File: src/rtl/psr_pkg.sv
// Shared PSR definitions: field bit positions, reset image and the icc flag struct.
package psr_pkg;

   localparam int PSR_N       = 23;
   localparam int PSR_Z       = 22;
   localparam int PSR_V       = 21;
   localparam int PSR_C       = 20;
   localparam int PSR_EC      = 13;
   localparam int PSR_EF      = 12;
   localparam int PSR_PIL_MSB = 11;
   localparam int PSR_PIL_LSB = 8;
   localparam int PSR_S       = 7;
   localparam int PSR_PS      = 6;
   localparam int PSR_ET      = 5;
   localparam int PSR_CWP_MSB = 4;
   localparam int PSR_CWP_LSB = 0;

   // Writable-field reset image; impl/ver are merged in by the top.
   localparam logic [31:0] PSR_RST = 32'h0000_0080;

   typedef struct packed {
      logic n;
      logic z;
      logic v;
      logic c;
   } icc_t;

   function automatic icc_t icc_of(input logic [31:0] psr);
      return icc_t'(psr[PSR_N:PSR_C]);
   endfunction

endpackage

File: src/rtl/psr_wr_delay.sv
// psr_wr_delay: WRPSR shift line with per-stage valid bits and an in-flight indicator.
// Latency: out_vld appears DELAY-1 edges after in_vld (the PSR register is the final stage).
// Backpressure: none; one entry may enter every cycle and entries leave strictly in order.
module psr_wr_delay #(
   parameter int DELAY = 3,
   parameter int W     = 32
) (
   input  logic         clk,
   input  logic         reset,
   input  logic         in_vld,
   input  logic [W-1:0] in_dat,
   output logic         out_vld,
   output logic [W-1:0] out_dat,
   output logic         pending
);

   // Commit happens on the PSR edge itself, so DELAY=0 and DELAY=1 both need no storage.
   localparam int NSTG = (DELAY > 1) ? DELAY - 1 : 0;

   generate
      if (NSTG == 0) begin : g_pass
         logic unused_clk_rst;
         assign unused_clk_rst = clk ^ reset;
         assign out_vld = in_vld;
         assign out_dat = in_dat;
         assign pending = 1'b0;
      end else begin : g_line
         logic [NSTG-1:0]        vld_q, vld_d;
         logic [NSTG-1:0][W-1:0] dat_q, dat_d;

         always_comb begin
            vld_d    = vld_q;
            dat_d    = dat_q;
            vld_d[0] = in_vld;
            dat_d[0] = in_dat;
            for (int i = 1; i < NSTG; i++) begin
               vld_d[i] = vld_q[i-1];
               dat_d[i] = dat_q[i-1];
            end
         end

         always_ff @(posedge clk) begin
            if (reset) begin
               vld_q <= '0;
               dat_q <= '0;
            end else begin
               vld_q <= vld_d;
               dat_q <= dat_d;
            end
         end

         assign out_vld = vld_q[NSTG-1];
         assign out_dat = dat_q[NSTG-1];
         assign pending = |vld_q;
      end
   endgenerate

endmodule

File: src/rtl/psr_icc_unit.sv
// psr_icc_unit: SPARC PSR/WIM holder -- icc capture, CWP window control, delayed WRPSR.
// Latency: one edge per request; WRPSR commits WRPSR_DELAY edges after issue (min one).
// Backpressure: none; requests are applied or rejected with a pulse. Option macro: ICC_BYPASS_EN.
module psr_icc_unit
   import psr_pkg::*;
#(
   parameter int         NWINDOWS    = 8,
   parameter int         WRPSR_DELAY = 3,
   parameter logic [3:0] IMPL        = 4'h0,
   parameter logic [3:0] VER         = 4'h0
) (
   input  logic                clk,
   input  logic                reset,
   input  logic                icc_we,
   input  logic                N_in,
   input  logic                Z_in,
   input  logic                V_in,
   input  logic                C_in,
   input  logic                save,
   input  logic                restore,
   input  logic                trap_take,
   input  logic                rett,
   input  logic                wrpsr_en,
   input  logic [31:0]         wrpsr_data,
   input  logic                wim_we,
   input  logic [NWINDOWS-1:0] wim_data,
   output logic [31:0]         psr_out,
   output logic [NWINDOWS-1:0] wim_out,
   output logic                carry_out,
   output logic [4:0]          cwp,
   output logic                window_overflow,
   output logic                window_underflow,
   output logic                wrpsr_illegal,
   output logic                wrpsr_pending
);

   localparam logic [4:0] CWP_MAX = 5'(NWINDOWS - 1);
   localparam logic [5:0] NWIN6   = 6'(NWINDOWS);

   icc_t                icc_q, icc_d;
   logic                ec_q, ec_d;
   logic                ef_q, ef_d;
   logic [3:0]          pil_q, pil_d;
   logic                s_q, s_d;
   logic                ps_q, ps_d;
   logic                et_q, et_d;
   logic [4:0]          cwp_q, cwp_d;
   logic [NWINDOWS-1:0] wim_q, wim_d;
   logic                ovf_q, ovf_d;
   logic                unf_q, unf_d;
   logic                ill_q, ill_d;

   logic [4:0]          cwp_dec, cwp_inc;
   logic [NWINDOWS-1:0] wim_sh_dec, wim_sh_inc;
   logic                wim_blk_dec, wim_blk_inc;
   logic                wr_illegal, wr_acc;
   logic                commit_vld;
   logic [31:0]         commit_dat;
   logic                unused_commit_bits;

   assign cwp_dec     = (cwp_q == 5'd0)    ? CWP_MAX : cwp_q - 5'd1;
   assign cwp_inc     = (cwp_q == CWP_MAX) ? 5'd0    : cwp_q + 5'd1;
   assign wim_sh_dec  = wim_q >> cwp_dec;
   assign wim_sh_inc  = wim_q >> cwp_inc;
   assign wim_blk_dec = wim_sh_dec[0];
   assign wim_blk_inc = wim_sh_inc[0];

   assign wr_illegal = {1'b0, wrpsr_data[PSR_CWP_MSB:PSR_CWP_LSB]} >= NWIN6;
   assign wr_acc     = wrpsr_en & ~wr_illegal;

   psr_wr_delay #(
      .DELAY (WRPSR_DELAY),
      .W     (32)
   ) u_wr_delay (
      .clk     (clk),
      .reset   (reset),
      .in_vld  (wr_acc),
      .in_dat  (wrpsr_data),
      .out_vld (commit_vld),
      .out_dat (commit_dat),
      .pending (wrpsr_pending)
   );

   // impl/ver/reserved positions of a WRPSR operand are never written.
   assign unused_commit_bits = ^{commit_dat[31:24], commit_dat[19:14]};

   always_comb begin
      icc_d = icc_q;
      ec_d  = ec_q;
      ef_d  = ef_q;
      pil_d = pil_q;
      s_d   = s_q;
      ps_d  = ps_q;
      et_d  = et_q;
      cwp_d = cwp_q;
      wim_d = wim_q;
      ovf_d = 1'b0;
      unf_d = 1'b0;
      ill_d = wrpsr_en & wr_illegal;

      // Committing WRPSR is applied first so same-cycle events overwrite its fields.
      if (commit_vld) begin
         icc_d = icc_of(commit_dat);
         ec_d  = commit_dat[PSR_EC];
         ef_d  = commit_dat[PSR_EF];
         pil_d = commit_dat[PSR_PIL_MSB:PSR_PIL_LSB];
         s_d   = commit_dat[PSR_S];
         ps_d  = commit_dat[PSR_PS];
         et_d  = commit_dat[PSR_ET];
         cwp_d = commit_dat[PSR_CWP_MSB:PSR_CWP_LSB];
      end

      if (icc_we) begin
         icc_d = '{n: N_in, z: Z_in, v: V_in, c: C_in};
      end

      if (trap_take) begin
         cwp_d = cwp_dec;
         ps_d  = s_q;
         s_d   = 1'b1;
         et_d  = 1'b0;
      end else if (rett) begin
         if (wim_blk_inc) begin
            unf_d = 1'b1;
         end else begin
            cwp_d = cwp_inc;
            s_d   = ps_q;
            et_d  = 1'b1;
         end
      end else if (save && !restore) begin
         if (wim_blk_dec) begin
            ovf_d = 1'b1;
         end else begin
            cwp_d = cwp_dec;
         end
      end else if (restore && !save) begin
         if (wim_blk_inc) begin
            unf_d = 1'b1;
         end else begin
            cwp_d = cwp_inc;
         end
      end

      if (wim_we) begin
         wim_d = wim_data;
      end
   end

   always_ff @(posedge clk) begin
      if (reset) begin
         icc_q <= icc_of(PSR_RST);
         ec_q  <= PSR_RST[PSR_EC];
         ef_q  <= PSR_RST[PSR_EF];
         pil_q <= PSR_RST[PSR_PIL_MSB:PSR_PIL_LSB];
         s_q   <= PSR_RST[PSR_S];
         ps_q  <= PSR_RST[PSR_PS];
         et_q  <= PSR_RST[PSR_ET];
         cwp_q <= PSR_RST[PSR_CWP_MSB:PSR_CWP_LSB];
         wim_q <= '0;
         ovf_q <= 1'b0;
         unf_q <= 1'b0;
         ill_q <= 1'b0;
      end else begin
         icc_q <= icc_d;
         ec_q  <= ec_d;
         ef_q  <= ef_d;
         pil_q <= pil_d;
         s_q   <= s_d;
         ps_q  <= ps_d;
         et_q  <= et_d;
         cwp_q <= cwp_d;
         wim_q <= wim_d;
         ovf_q <= ovf_d;
         unf_q <= unf_d;
         ill_q <= ill_d;
      end
   end

   assign psr_out = {IMPL, VER, icc_q, 6'b0, ec_q, ef_q, pil_q, s_q, ps_q, et_q, cwp_q};
   assign wim_out          = wim_q;
   assign cwp              = cwp_q;
   assign window_overflow  = ovf_q;
   assign window_underflow = unf_q;
   assign wrpsr_illegal    = ill_q;

`ifdef ICC_BYPASS_EN
   // Forward the live ALU carry so an ADDX can directly follow an ADDcc.
   assign carry_out = icc_we ? C_in : icc_q.c;
`else
   assign carry_out = icc_q.c;
`endif

endmodule

File: config.mk
export PLATFORM = sky130hd
export DESIGN_NAME = psr_icc_unit
export DESIGN_NICKNAME = d
export VERILOG_FILES = /design/src/rtl/psr_pkg.sv /design/src/rtl/psr_wr_delay.sv /design/src/rtl/psr_icc_unit.sv
export SDC_FILE = /design/constraint.sdc
export NUM_CORES = 1
export LEC_CHECK = 0
export ABC_AREA = 1
export BUFFER_PORTS_ARGS = -buffer_cell sky130_fd_sc_hd__buf_2
export CORE_MARGIN = 4
export CORE_UTILIZATION = 48
export CTS_BUF_LIST = sky130_fd_sc_hd__clkbuf_16
export CTS_CLUSTER_SIZE = 14
export DETAILED_ROUTE_END_ITERATION = 6
export PLACE_DENSITY = 0.77
export SLEW_MARGIN = 20
export SYNTH_ARGS = -nofsm -noshare
export SYNTH_HDL_FRONTEND = slang
export SYNTH_HIERARCHICAL = 1
export SYNTH_SLANG_ARGS = --single-unit
File: constraint.sdc
create_clock -name clk -period 1.9 [get_ports clk]
set_input_delay 0.095 -clock clk [delete_from_list [all_inputs] [get_ports clk]]
set_output_delay 0.095 -clock clk [all_outputs]
set_load 0.005 [all_outputs]
==> results of run 1 <==
power by group through the flow:
stage	clock network, mW	registers (mW)	logic [mW]
2_1_floorplan	0	1.57	0.812
3_3_place_gp	0	1.58	1.10
3_5_place_dp	0	1.58	1.13
4_1_cts	1.94	1.56	1.20
5_1_grt	2.01	1.58	1.59
6_report	1.92	1.57	1.44
repair_timing:
| action | in CTS | in global routing |
|---|---|---|
| resized for setup | 7 | 31 |
| endpoints found under the hold margin | 17 | 0 |
| pin swaps | 0 | 15 |
| setup endpoints to repair | 3 | 6 |
| hold buffers | 17 | 0 |
| setup buffers | 0 | 8 |
worst paths after layout:
path                                             startpoint                           to  slack [ns]  cells past startpoint
worst max register to register                       cwp[0]                       cwp[1]        0.08                     13
worst max-delay path                                 cwp[0]                       cwp[1]        0.08                     13
worst min register to register  u_wr_delay/g_line.dat_d[42]       u_wr_delay/out_dat[10]        0.40                      2
worst min-delay path                          wrpsr_data[4]  u_wr_delay/g_line.dat_d[36]       0.007                      3
area by class of cell:
type / count / area [um^2]
sequential: 67 / 1350
tap: 77 / 96.3
fill: 499 / 2130
clock buffer: 9 / 225
inverter: 83 / 317
clock inverter: 7 / 125
timing repair buffer: 115 / 721
multi-input combinational: 256 / 1350
flip-flops by register name (all words and copies together) (netlist names), 2 cells and up:
register and flops:
cwp 5, psr_out 3, u_wr_delay/g_line.dat_d 18, u_wr_delay/g_line.vld_q 2, wim_out 8, u_wr_delay/out_dat 18, pil_q 4
cell usage in the layout (no fill, tap or decap), drive strengths merged:
master	instances
a211oi	1
a21oi	16
a31oi	1
buf	98
bufinv	3
clkbuf	9
clkinv	1
clkinvlp	2
conb	14
dfxtp	67
dlygate4sd3	17
ha	2
inv	84
nand2	66
nand3	35
nand4	5
nor2	67
nor3	6
nor4	1
o211ai	1
o21ai	31
o221ai	3
or2	6
xnor2	1
routing by layer:
| layer | vias up | track usage (%) |
|---|---|---|
| met5 | - | 0 |
| met4 | 0 | 7.83 |
| met3 | 15 | 5.77 |
| met2 | 127 | 32.2 |
| met1 | 1299 | 24.5 |
| li1 | 1493 | - |
worst max-delay path: cells and delay by family (launching register included):
kind | cells | cell delay (ns)
DFF | 1 | 0.38
buffers and inverters | 1 | 0.09
and+or+nand+nor | 10 | 1.03
AOI/OAI and AO/OA | 1 | 0.07
adders and majority gates | 1 | 0.15
==> metrics.md, run 1 <==
| Metric | Value |
|---|---|
| Num CTS Buffers | `9` |
| Placed insts | `573` |
| Slew margin rel. | `65.6%` |
| CTS tree | `yes` |
| CP required | `2.12 ns` |
| N_diodes | `0` |
| Fin worst setup slack | `0.0827 ns` |
| FMAX | `0.550 GHz` |
| Final hold viol count | `0` |
| Worst clock skew | `0.00591 ns` |
| Row count | `29` |
| GPL Wtd Cong | `0.934` |
| Clock Pin Slew Worst Setup and Hold Paths | `0.06 ns` |
| Design Area, Final | `4180 um^2` |
| Switching share of power | `30.4%` |
| Crit Path Class | `reg2reg` |
| CP Launch Type | `flip-flop` |
| Logic pwr share | `29.2%` |
| Ports | `103` |
| Synth Warn # | `6` |
| Met3 routed WL | `591 um` |
| Slowest-stage cell, CP | `dfxtp_4` |
| CTS max path bufs | `2` |
| CP Max Fanout | `7` |
| Max Slew Vio Count | `0` |
| Gr usage total | `19.7%` |
| Vias | `2934` |
| Synth Cell Area | `3110 um^2` |
| WHS | `0.00672 ns` |
| I/O Buffers | `74` |
| Fin util | `66.3%` |
| Starting Density | `49.2%` |
| DRC Markers | `0` |
| Critical Path End Type | `flip-flop` |
| Fin crit period | `1.82 ns` |
| TritonRoute pass-1 iters | `4` |
| Worst Path Arrival | `2.04 ns` |
| Worst skew pair latency | `0.32 ns` |
| Met2 wire length | `3.65 mm` |
| Cell mode on critical path | `nand2_2` |
| Routed Antenna Nets | `0` |
| Ratio of final minimum period to clock period | `95.6%` |
| Max stage delay on crit path | `0.38 ns` |
| Die X | `88.5 um` |
| Placed cell area | `3450 um^2` |
| Setup TNS | `0 ns` |
| Wl on met1 | `3.18 mm` |
| Final global-route overflow total | `0` |
| Net Sw Power | `1.50 mW` |
| Peak supply drop | `690 uV` |
| Post-DR wirelength/cell | `12.3 um` |
| CP cell instances | `ha_4 -> nand2_4 -> inv_4 -> nand2_2 -> nand2_2 -> nand3_2 -> nand3_4 -> nand3_4 -> nand2_2 -> o21ai_1 -> or2_1 -> nand3_2 -> nand2_1` |
| Vias in the first global route | `2764` |
| Nets | `587` |
| Final WL | `7.57 mm` |
| Number of DRC markers in iteration 0 | `172` |
| Max Cap Viol | `0` |
| Final setup fails | `0` |
| Vias per cell | `4.78` |
| RSZ-0062 raised after global routing | `yes` |
| Slew @ Worst Pin | `0.510 ns` |
| Power Density | `1180 nW/um^2` |
| DIE AREA | `7830 um^2` |
| HP Class | `in2reg` |
| Core area | `6310 um^2` |
| First-pass GRT wire length | `12.2 mm` |
| Initial antenna violation count | `0` |
| Mapped Cells | `432` |
| Clk pwr share | `38.9%` |
| Max Used Layer | `met4` |
| Leak Pwr | `2.19 nW` |
| Final HPWL DP | `5.21 mm` |
| H-tree Lvls | `3` |
| Area Growth Syn to Fin | `34.6%` |
| Syn avg cell area | `7.20 um^2` |
| Share of layout cells above drive strength 1 | `30.2%` |
| Total Power | `4.93 mW` |
| Pre-CTS setup slack | `-0.0491 ns` |
| Power Internal | `3.43 mW` |
| Largest net degree at the start of global routing | `38` |
| Flop pwr share | `31.9%` |
| Die Span Y | `88.5 um` |
| Root Driver | `clkbuf_16` |
| Outcome | `finished, final reports clean` |
| Clock tree sinks | `67` |
| Post-Layout Cell Count | `614` |
No activity file was read; power rests on OpenSTA's default activity.
==> inputs of run 2 (changes only) <==
--- a/config.mk
+++ b/config.mk
@@ -7,7 +7,6 @@
 export LEC_CHECK = 0
 export ABC_AREA = 1
 export BUFFER_PORTS_ARGS = -buffer_cell sky130_fd_sc_hd__buf_2
-export CORE_MARGIN = 4
 export CORE_UTILIZATION = 48
 export CTS_BUF_LIST = sky130_fd_sc_hd__clkbuf_16
 export CTS_CLUSTER_SIZE = 14
==> metrics.md, run 2 (synthesis results as in run 1) <==
| Metric | Value |
|---|---|
| CP Max Fanout | `8` |
| Ratio of final minimum period to clock period | `100%` |
| DRC Markers | `0` |
| GPL Wtd Cong | `0.951` |
| First-pass GRT wire length | `11.3 mm` |
| Post-DR wirelength/cell | `11.7 um` |
| CTS tree | `yes` |
| DIE AREA | `6800 um^2` |
| Clock Pin Slew Worst Setup and Hold Paths | `0.06 ns` |
| CTS max path bufs | `2` |
| Share of layout cells above drive strength 1 | `28.0%` |
| Max Slew Vio Count | `0` |
| FMAX | `0.525 GHz` |
| Initial antenna violation count | `0` |
| Reg area | `1350 um^2` |
| Commonest non-fill, non-tap cell in the layout | `inv_1` |
| Outcome | `complete, but fails checks` |
| Pre-CTS setup slack | `-0.0711 ns` |
| Nets | `585` |
| Power Density | `1130 nW/um^2` |
| Final hold viol count | `0` |
| Vias per cell | `4.72` |
| I/O Buffers | `74` |
| Die Span Y | `82.5 um` |
| Final setup fails | `1` |
| Starting Density | `51.0%` |
| Fin util | `67.4%` |
| HP Class | `in2reg` |
| Critical Path End Type | `flip-flop` |
| Peak supply drop | `698 uV` |
| Final HPWL DP | `4.96 mm` |
| Vias in the first global route | `2480` |
| H-tree Lvls | `3` |
| Max Cap Viol | `0` |
| Largest net degree at the start of global routing | `40` |
| N_diodes | `0` |
| Routed Antenna Nets | `0` |
| CP required | `2.11 ns` |
| Ports | `103` |
| Worst clock skew | `0.00559 ns` |
| Failing checks | `negative setup slack` |
| Fin crit period | `1.91 ns` |
| CP cell instances | `ha_4 -> nand2_4 -> inv_4 -> nand2_2 -> nand2_2 -> nand3_2 -> nand3_4 -> nand3_4 -> nand2_1 -> o21ai_1 -> or2_1 -> nand3_1 -> nand2_1` |
| Crit Path Class | `reg2reg` |
| Area Growth Syn to Fin | `32.2%` |
| Worst skew pair latency | `0.33 ns` |
| Core area | `6100 um^2` |
| Clock tree sinks | `67` |
| Vias | `2879` |
| WHS | `0.00770 ns` |
| Multi-input logic area | `1330 um^2` |
| Setup TNS | `-0.00515 ns` |
| Gr usage total | `22.5%` |
| Highest-count cells in the layout ignoring fill and taps | `76 x inv_1, 74 x buf_2, 64 x dfxtp_1` |
| Num CTS Buffers | `9` |
| TritonRoute pass-1 iters | `4` |
| Number of DRC markers in iteration 0 | `165` |
| Row count | `28` |
| Max stage delay on crit path | `0.39 ns` |
| Slowest-stage cell, CP | `dfxtp_4` |
| Final global-route overflow total | `0` |
| Final WL | `7.13 mm` |
| Root Driver | `clkbuf_16` |
| Die X | `82.5 um` |
| Worst Path Arrival | `2.12 ns` |
| CP Launch Type | `flip-flop` |
| Fin worst setup slack | `-0.00515 ns` |
| Leak Pwr | `2.17 nW` |
| Fill count | `520` |
| RSZ-0062 raised after global routing | `yes` |
-- run 2: cell count changes in the layout (fill, tap and decap cells not counted), moves of 2 or more --
cell / change
buf_4: -4
inv_2: -2
dfxtp_1: +2
nand3_1: +2
inv_1: +3
bufinv_16: -2
nand2_2: -2
nand3_2: -2
inv_6: +2
-- run 2: critical path: cells and delay by family, from the launching register on --
kind | cells | cell delay, ns
AND/OR/NAND/NOR | 10 | 1.08
adder cells (fa/ha/maj) | 1 | 0.16
AO/OA/AOI/OAI | 1 | 0.07
buffers and inverters | 1 | 0.08
flip-flops | 1 | 0.39
-- run 2: final timing paths --
path	start	to	slack, ns	cells past startpoint
setup / recovery	cwp[0]	cwp[1]	-0.005	13
setup reg to reg	cwp[0]	cwp[1]	-0.005	13
hold / removal	Z_in	psr_out[22]	0.008	3
hold reg to reg	u_wr_delay/g_line.dat_d[32]	u_wr_delay/out_dat[0]	0.40	2
-- run 2: layer usage --
metal	wire, um	share of wire (%)	GRT usage (%)	vias to the layer above
met1	3010	42	28.6	1286
met2	3570	50	36.5	97
li1	-	-	-	1487
met4	115	1.6	11.2	0
met3	435	6.1	4.07	9
met5	0	0	0	-
-- run 2: what timing repair did --
action / in CTS / in global routing
pin swaps: 0 / 11
hold buffers: 18 / 0
resized for setup: 7 / 20
endpoints found under the hold margin: 18 / 0
setup buffers: 0 / 4
setup endpoints to repair: 6 / 8
-- run 2: where the power goes --
part           switching, mW  leakage (nW)  internal (mW)
logic                  0.783          1.47          0.625
registers             0.0566         0.554           1.50
clock network          0.642         0.145           1.03
total                   1.48          2.17           3.16
-- run 2: stage by stage --
| step | cells | area (um^2) | power, mW |
|---|---|---|---|
| 5_1_grt | 610 | 4110 | 4.90 |
| 6_report | 610 | 4110 | 4.64 |
| 3_5_place_dp | 572 | 3470 | 2.76 |
| 2_1_floorplan | 445 | 3160 | 2.38 |
| 4_1_cts | 606 | 3990 | 4.50 |
| 3_3_place_gp | 572 | 3470 | 2.74 |
-- run 2: area by class of cell --
| class | count | area share, % |
|---|---|---|
| Clock inverter | 7 | 2.01 |
| Multi-Input combinational cell | 256 | 32.3 |
| Inverter | 83 | 7.64 |
| Tap cell | 75 | 2.28 |
| Timing Repair Buffer | 113 | 17.5 |
| Clock buffer | 9 | 5.48 |
| Sequential cell | 67 | 32.8 |
